### config.mk
export PLATFORM = sky130hd
export DESIGN_NAME = mat_vec_mult_engine
export DESIGN_NICKNAME = d
export VERILOG_FILES = /design/src/rtl/mat_vec_mult_engine.sv
export SDC_FILE = /design/constraint.sdc
export NUM_CORES = 2
export LEC_CHECK = 0
export BUFFER_PORTS_ARGS = -buffer_cell sky130_fd_sc_hd__buf_2
export CAP_MARGIN = 10
export CORE_MARGIN = 5
export CORE_UTILIZATION = 63
export DETAILED_ROUTE_END_ITERATION = 10
export GPL_TIMING_DRIVEN = 0
export HOLD_SLACK_MARGIN = 0.08
export PLACE_DENSITY = 0.89
export SLEW_MARGIN = 20
export SYNTH_ARGS = -nofsm -noshare
export SYNTH_HDL_FRONTEND = slang
export SYNTH_SLANG_ARGS = --single-unit
### constraint.sdc
create_clock -name clk -period 8.55 [get_ports clk]
set_input_delay 1.2825 -clock clk [delete_from_list [all_inputs] [get_ports clk]]
set_output_delay 1.2825 -clock clk [all_outputs]
set_load 0.02 [all_outputs]
### src/rtl/mat_vec_mult_engine.sv
// mat_vec_mult_engine: ROWS x COLS matrix times COLS-element vector.
// The B vector is buffered through a valid/ready port. Matrix rows are then
// streamed from per-row show-ahead FIFOs on a skewed schedule: row r consumes
// column k at issue step t = r + k. Any active row whose FIFO is empty stalls
// the whole array. Each lane is a two-stage MAC: the product is registered,
// then accumulated.
module mat_vec_mult_engine #(
  parameter int DATA_WIDTH = 8,
  parameter int ROWS       = 8,
  parameter int COLS       = 8,
  parameter int SIGNED     = 0,
  parameter int ACC_WIDTH  = 2*DATA_WIDTH + $clog2(COLS)
) (
  input  logic                                clk,
  input  logic                                rst_n,
  input  logic                                start,
  input  logic                                reuse_b,
  input  logic                                abort,
  input  logic                                b_valid,
  input  logic [DATA_WIDTH-1:0]               b_data,
  output logic                                b_ready,
  output logic [ROWS-1:0]                     fifo_rden,
  input  logic [ROWS-1:0][DATA_WIDTH-1:0]     fifo_data,
  input  logic [ROWS-1:0]                     fifo_empty,
  output logic [ROWS-1:0][ACC_WIDTH-1:0]      result,
  output logic                                result_valid,
  output logic                                busy,
  output logic                                done
);

  localparam int LAST_T = ROWS + COLS - 2;
  localparam int T_W    = $clog2(ROWS + COLS);
  localparam int K_W    = $clog2(COLS);
  localparam int PROD_W = 2*DATA_WIDTH;

  typedef enum logic [2:0] {IDLE, LOAD_B, COMPUTE, DRAIN, DONE} state_t;

  state_t                state, state_next;
  logic [T_W-1:0]        t;
  logic [K_W-1:0]        b_idx;
  logic                  drain_cnt;
  logic [DATA_WIDTH-1:0] b_buf [COLS];
  logic [ROWS-1:0]       active;
  logic                  stall;
  logic                  issue;
  logic                  b_fire;
  logic                  start_ok;
  logic [PROD_W-1:0]     prod      [ROWS];
  logic [PROD_W-1:0]     prod_next [ROWS];
  logic [ACC_WIDTH-1:0]  acc       [ROWS];

  // Operand widening to the full product width, sign-aware when SIGNED.
  function automatic logic [PROD_W-1:0] widen(input logic [DATA_WIDTH-1:0] v);
    if (SIGNED != 0) return {{DATA_WIDTH{v[DATA_WIDTH-1]}}, v};
    else             return {{DATA_WIDTH{1'b0}}, v};
  endfunction

  // Product widening to the accumulator width, sign-aware when SIGNED.
  function automatic logic [ACC_WIDTH-1:0] extend(input logic [PROD_W-1:0] p);
    if (SIGNED != 0) return {{(ACC_WIDTH-PROD_W){p[PROD_W-1]}}, p};
    else             return {{(ACC_WIDTH-PROD_W){1'b0}}, p};
  endfunction

  assign start_ok  = (state == IDLE) && start;
  assign b_fire    = (state == LOAD_B) && b_valid && !abort;
  assign stall     = |(active & fifo_empty);
  assign issue     = (state == COMPUTE) && !stall && !abort;
  assign fifo_rden = issue ? active : '0;

  // State register.
  always_ff @(posedge clk) begin
    if (!rst_n) state <= IDLE;
    else        state <= state_next;
  end

  // Next-state logic and the status outputs decoded from the state.
  always_comb begin
    state_next = state;
    b_ready    = 1'b0;
    busy       = (state != IDLE);
    done       = 1'b0;
    case (state)
      IDLE:    if (start) state_next = reuse_b ? COMPUTE : LOAD_B;
      LOAD_B: begin
        b_ready = 1'b1;
        if (b_fire && (b_idx == K_W'(COLS-1))) state_next = COMPUTE;
      end
      COMPUTE: if (issue && (t == T_W'(LAST_T))) state_next = DRAIN;
      DRAIN:   if (drain_cnt) state_next = DONE;
      DONE: begin
        done       = 1'b1;
        state_next = IDLE;
      end
      default: state_next = IDLE;
    endcase
    if (abort && (state != IDLE)) state_next = IDLE;
  end

  // Issue step, B write index and drain counter.
  always_ff @(posedge clk) begin
    if (!rst_n) begin
      t         <= '0;
      b_idx     <= '0;
      drain_cnt <= 1'b0;
    end else begin
      if (start_ok) begin
        t     <= '0;
        b_idx <= '0;
      end else begin
        if (issue)  t     <= t + T_W'(1);
        if (b_fire) b_idx <= b_idx + K_W'(1);
      end
      drain_cnt <= (state == DRAIN) ? ~drain_cnt : 1'b0;
    end
  end

  // B buffer: written one element per beat; a partially loaded vector is discarded on abort.
  always_ff @(posedge clk) begin
    if (!rst_n) begin
      for (int k = 0; k < COLS; k++) b_buf[k] <= '0;
    end else if (b_fire) begin
      b_buf[b_idx] <= b_data;
    end else if (abort && (state == LOAD_B)) begin
      for (int k = 0; k < COLS; k++) b_buf[k] <= '0;
    end
  end

  // Rows with a live column at the current issue step (r <= t < r+COLS).
  always_comb begin
    active = '0;
    for (int r = 0; r < ROWS; r++)
      active[r] = (int'(t) >= r) && (int'(t) < r + COLS);
  end

  // Stage-1 operand: head element times B[t-r], zero when the lane does not issue.
  always_comb begin
    for (int r = 0; r < ROWS; r++) begin
      prod_next[r] = '0;
      if (issue && active[r])
        prod_next[r] = widen(fifo_data[r]) * widen(b_buf[K_W'(t - T_W'(r))]);
    end
  end

  // MAC pipeline: register the product, then fold it into the accumulator.
  always_ff @(posedge clk) begin
    if (!rst_n) begin
      for (int r = 0; r < ROWS; r++) begin
        prod[r] <= '0;
        acc[r]  <= '0;
      end
    end else begin
      for (int r = 0; r < ROWS; r++) begin
        prod[r] <= abort ? '0 : prod_next[r];
        acc[r]  <= start_ok ? '0 : acc[r] + extend(prod[r]);
      end
    end
  end

  // result_valid rises on entry to DONE and holds until a new start or an abort.
  always_ff @(posedge clk) begin
    if (!rst_n)                                 result_valid <= 1'b0;
    else if (start_ok || (abort && state != IDLE)) result_valid <= 1'b0;
    else if (state_next == DONE)                result_valid <= 1'b1;
  end

  // Results are a direct view of the accumulators.
  always_comb begin
    for (int r = 0; r < ROWS; r++) result[r] = acc[r];
  end

endmodule

* After elaboration in Yosys (flattened, before gate mapping) *
Memory sizes are Yosys's and may differ from the RTL's. A register that Yosys moved wholly into a read port is not among the register bits.
Index checks and enable logic that the tools add are counted.

storage, ports and cells
  register bits after elaboration = 12
  bits in writable memories = 344
  input port bits = 86
  output and inout bits = 164
  word-level logic and storage cells = 212
  memories = 3

memories
  name   depth  width  rd ports  clocked after memory_dff  wr ports  RTL line  source
  acc    8      19     8         0                         8         50        logic [ACC_WIDTH-1:0] acc [ROWS];
  prod   8      16     8         0                         8         48        logic [PROD_W-1:0] prod [ROWS];
  b_buf  8      8      8         1                         8         42        logic [DATA_WIDTH-1:0] b_buf [COLS];

operators by class
  $add $sub $neg = 17
  multipliers = 8
  magnitude comparators = 15
  equal/unequal tests = 7
  multiplexer cells = 96
  bitwise gates (word level) = 27
  reduce and logical (&&, ||, !) cells = 34

operators with widths
  cell                                                               count
  two-way mux 16 bit                                                 40
  two-way mux 19 bit                                                 24
  adder 19 bit                                                       8
  multiplier 16 x 16 -> 16 bit                                       8
  two-way mux 8 bit                                                  10
  < comparator 4 bit, second input constant                          8
  logical AND 1 bit                                                  24
  two-way mux 3 bit                                                  8
  OR 1 bit                                                           24
  greater-or-equal comparator 4 x 3 -> 1 bit, second input constant  4
  OR reduction 8 bit                                                 2
  two-way mux 1 bit                                                  12
  one-hot mux 3 bit (4 select lines)                                 1
  subtractor 3 bit, second input constant                            4
  == test 3 bit, second input constant                               3
  AND 8 bit                                                          1
  greater-or-equal comparator 4 x 2 -> 1 bit, second input constant  2
  == test 3 x 2 -> 1 bit, second input constant                      2
  subtractor 3 x 2 -> 3 bit, second input constant                   2
  adder 4 x 1 -> 4 bit, second input constant                        1
  == test 4 bit, second input constant                               1
  greater-or-equal comparator 4 x 1 -> 1 bit, second input constant  1
  OR reduction 2 bit                                                 2
  adder 3 x 1 -> 3 bit, second input constant                        1
  other kinds (9)                                                    11

* Logic depth before layout (Yosys ltp) *
  depth after elaboration = 13
  mapped depth = 32
  depth with buffers taken out = 25

* Worst setup path after synthesis *
No wires, ideal clock.

  kind = reg2reg
  start = register t[0]
  end = memory prod[1][31] in the netlist's numbering
  data arrival time = 7.390 ns
  slack = 1.043 ns
  stages on the path, launching flop included = 28
  path buffers = 7
  cell sequence = dfxtp_1 > clkbuf_1 > buf_2 > buf_2 > buf_2 > inv_1 > ha_1 > buf_2 > buf_2 > clkbuf_1 > mux4_2 > mux2i_1 > nor2b_1 > fa_1 > fa_1 > ha_1 > ha_1 > fa_1 > inv_1 > fa_1 > inv_1 > ha_1 > or4_1 > o22ai_1 > o21a_1 > o21ai_0 > xnor2_1 > nor2_1

RTL lines
  what                      RTL line  source
  start: declaration        39        logic [T_W-1:0] t;
  start signal: assignment  110       if (issue) t <= t + T_W'(1);
  end: declaration          48

==> impl_results.md <==
- Transition time at the pin with the least slew margin: between 1 and 1.5 ns
- Area share of the largest cell type after synthesis: 19.5%
- All-layer global routing usage: between 20% and 30%
- Worst path setup slack after routing: 0.363 ns
- Boundary Pins: 250
- Sort of element at the start of the critical path: flip-flop
- Rel. slew slack: a little under a quarter
- Number of H-tree levels: 2
- Worst hold slack: 0.472 ns
- # Max-Cap Violations: 0
- Data arrival at the endpoint of the critical path: approximately 8.7 ns
- Fin nets: approximately 5200
- IO buf count: 248
- Classification of the worst-slack hold path: flip-flop to flip-flop
- Most frequent cells in the layout: 588 x sky130_fd_sc_hd__ha_1, 564 x sky130_fd_sc_hd__inv_1, 416 x sky130_fd_sc_hd__nor2b_1
- Library cell used as clock root buffer: sky130_fd_sc_hd__clkbuf_16
- Cell area after placement: 0.0400 mm2
- Initial antenna violation count: 13
- Timing startpoint of the critical path: t[1]
- DR DRC count: 0
- Origin of the worst min-delay path: result_valid
- Main area contributors after synthesis: sky130_fd_sc_hd__ha_1 19%, sky130_fd_sc_hd__dfxtp_1 16%, sky130_fd_sc_hd__fa_1 15%
- Endpoint of the most critical register-to-register path: prod[0][63]
- Effective utilization at floorplan: 63.8%
- Synthesized instance count: 3987
- Number of buffers on the longest clock path: 3
- Final GP Congestion: about 0.97
- Count of vias placed by the detailed router: between 20000 and 30000
- Highest net fanout along the worst path: 10
- Most common cell after layout, fill and taps aside: sky130_fd_sc_hd__ha_1
- Reg2reg setup slack: 0.36 ns
- Highest Clock Rate: 122 MHz
- Syn_nets: 4949
- Total congestion overflow after global routing: 0
- Clock tree from TritonCTS: built
- Compound-cell area share of the yosys netlist: 9.45%
- Routed wire length: slightly below 100000 um
- Dominant register cell in the synthesized netlist: sky130_fd_sc_hd__dfxtp_1
- Die span in y: roughly 250 um
- Worst-path clk slew: 0.06 ns
- Share of the yosys chip area belonging to registers: 20.7%
- Die area: 0.0650 mm2
- Simple-gate portion of the synthesized area: 17.6%
- FP Rows: 89
- Unrepaired setup endpoints after global routing: no
- Width of the die: 255 um
- Worst path buffer plus inverter count: 7
- Post-Synthesis Cell Area: 0.0378 mm2
- Total half-perimeter wirelength after legalization and detailed placement: ~76000 um
- CTS sink cnt: 359
- Final Instance Area: 0.0417 mm2
- Number of buffers inserted for hold repair after clock tree synthesis: 0
- CP delay by family, top: adder cells
- Power density of the placed cells: 146 mW/mm2
- Fraction of synthesized cell area in xor and xnor cells: 4.61%
- Launch point of the worst reg-to-reg path: t[1]
- WP data required: about 9 ns
- Clock buffers created by TritonCTS: 41
- Number of synthesized flops with an enable pin: 64
- Max rail drop VDD: 136 uV
- Share of final-layout standard cells stronger than drive strength 1: 11.5%
- Final max-slew violation count: 0
- Count of warnings emitted by yosys: 0
- First drt pass iteration count: 5
- Part of the cycle the worst path needs: a little over nine tenths
- Crit path capture type: flip-flop
- Flops & latches, synth: around 360
- Final Skew: between 0.03 and 0.04 ns
- Leading area contributor after synthesis: sky130_fd_sc_hd__ha_1
- Total design power: between 6 and 7 mW
- Largest net degree at the start of global routing: 15
- DR iter-0 viols: 2005
- Latest clock arrival within the worst-skew pair: 0.60 ns
- Worst setup path category: flip-flop to flip-flop
- Count of endpoints failing setup in the final report: 0
- Adder-cell share of the synthesized area: 34.7%
- Number of global-route vias before repair: 30736
- Mean post-synth cell area: 9.48 um2
- Worst Setup Slack post-DPL: -0.538 ns
- Cell breakdown of the critical path: buf_1 -> buf_2 -> inv_2 -> ha_1 -> buf_2 -> clkbuf_4 -> mux4_2 -> mux2i_1 -> nor2b_1 -> fa_1 -> fa_1 -> ha_1 -> ha_1 -> fa_1 -> inv_1 -> fa_1 -> inv_1 -> ha_1 -> or4_1 -> o22ai_1 -> o21a_1 -> o21ai_0 -> xnor2_1 -> nor2_1
- Final design utilization: a little over two thirds
- Post-synthesis async set-or-reset flop share: 0%
- Worst R2R Path Depth: 24
- Hold-critical path depth: 2
- Combinational family with the most area after synthesis: adder cells
- Post-detailed-route wirelength per cell: 18.9 um
- Hold Fails Final Rpt: 0
- Post-route ant nets: 0
- Wire length of the first global-routing pass: 155000 um
- Worst Hold Endpoint: result_valid
- Clock period minus final worst setup slack: 8.19 ns
- Critical Path Slowest Stage Cell: sky130_fd_sc_hd__mux2i_1
- Outcome: finished, final reports clean
- Number of unique standard cell types used by synthesis: 71
- Area added between synthesis and finish: 10.4%
- Static leakage power: 20.5 nW
- Placeable Area: 0.0592 mm2
- Mux share of post-synthesis cell area: 6.58%
- Maximum single-stage delay on the critical path: about 0.73 ns
- Post-detailed-route via-to-cell ratio: 5.85
-- state kept, by name, summed over array words and instances, names as in the netlist, named ones only --
signal and cells:
prod 128, t 4, acc 152, result_valid 1, drain_cnt 1, b_idx 3
state 3, b_buf 64
-- worst min-delay path, cell delays in order (launching register included) --
cell	delay, ns
sky130_fd_sc_hd__dfxtp_1	0.31
sky130_fd_sc_hd__nand2_1	0.05
sky130_fd_sc_hd__a21oi_1	0.06
-- stage by stage --
stage	setup TNS [ns]	cells
after global placement	-0.599	5008
after detailed placement	-3.45	5009
after global routing	0	5090
final	0	5094
after CTS	0	5085
after floorplan	0	3987
-- kinds of logic (layout without fill, tap and decap cells) --
family                   after synthesis  after routing
other                                  0              8
AND/OR/NAND/NOR                     1226           1226
multiplexers                         148            148
XOR/XNOR                             199            199
buffers and inverters                625            951
AO/OA/AOI/OAI                        554            554
flip-flops                           359            359
adder cells (fa/ha/maj)              876            876
-- synthesized netlist by cell type (39+ instances only) --
cell type and instances:
sky130_fd_sc_hd__dfxtp_1 295, sky130_fd_sc_hd__mux4_2 80, sky130_fd_sc_hd__a211oi_1 53, sky130_fd_sc_hd__o21a_1 68
sky130_fd_sc_hd__a21oi_1 136, sky130_fd_sc_hd__a21o_1 39, sky130_fd_sc_hd__and3_1 52, sky130_fd_sc_hd__mux2i_1 65
sky130_fd_sc_hd__nor2_1 301, sky130_fd_sc_hd__inv_1 564, sky130_fd_sc_hd__nor2b_1 416, sky130_fd_sc_hd__edfxtp_1 64
sky130_fd_sc_hd__fa_1 288, sky130_fd_sc_hd__ha_1 588, sky130_fd_sc_hd__xnor2_1 102, sky130_fd_sc_hd__nand2_1 110
sky130_fd_sc_hd__o21ai_0 133, sky130_fd_sc_hd__xor2_1 97, sky130_fd_sc_hd__and2_1 79, sky130_fd_sc_hd__nand2b_1 148
-- final cells by class --
| cell class | instances | area (um2) |
|---|---|---|
| fill | 4385 | 17500 |
| multi-input combinational | 3003 | 27800 |
| inverter | 566 | 2120 |
| antenna | 8 | 20.0 |
| tap | 773 | 967 |
| clock inverter | 29 | 327 |
| buffer | 57 | 292 |
| timing repair buffer | 252 | 1310 |
| sequential | 359 | 7830 |
| clock buffer | 47 | 1100 |
-- power breakdown --
part | switching, mW | internal [mW] | leakage (nW) | total [mW]
combinational | 1.40 | 1.07 | 16.8 | 2.47
sequential | 0.0300 | 1.74 | 3.04 | 1.77
clock | 0.773 | 1.09 | 0.676 | 1.86
-- per-layer routing --
layer	GRT usage (%)	part of all wire [%]	up-vias
met3	5.16	6.8	258
li1	-	-	13947
met1	35.7	39	14516
met5	0	0.059	-
met4	12.0	4.5	10
met2	52.0	50	1066
-- timing repair --
item / CTS / global route
setup buffers: 0 / 2
resized for setup: 17 / 24
endpoints found under the setup margin: 17 / 25
-- how the worst max path moves through the flow --
stage / end / slack [ns] / cells after the start
6_report: prod[0][63] / 0.36 / 24
5_1_grt: prod[1][31] / 0.007 / 25
4_1_cts: prod[0][31] / 0.002 / 28
3_5_place_dp: prod[1][31] / -0.54 / 27
3_3_place_gp: prod[1][31] / -0.26 / 27
2_1_floorplan: prod[1][31] / 1.04 / 27
Note: power is estimated with default switching activity, not from simulation.
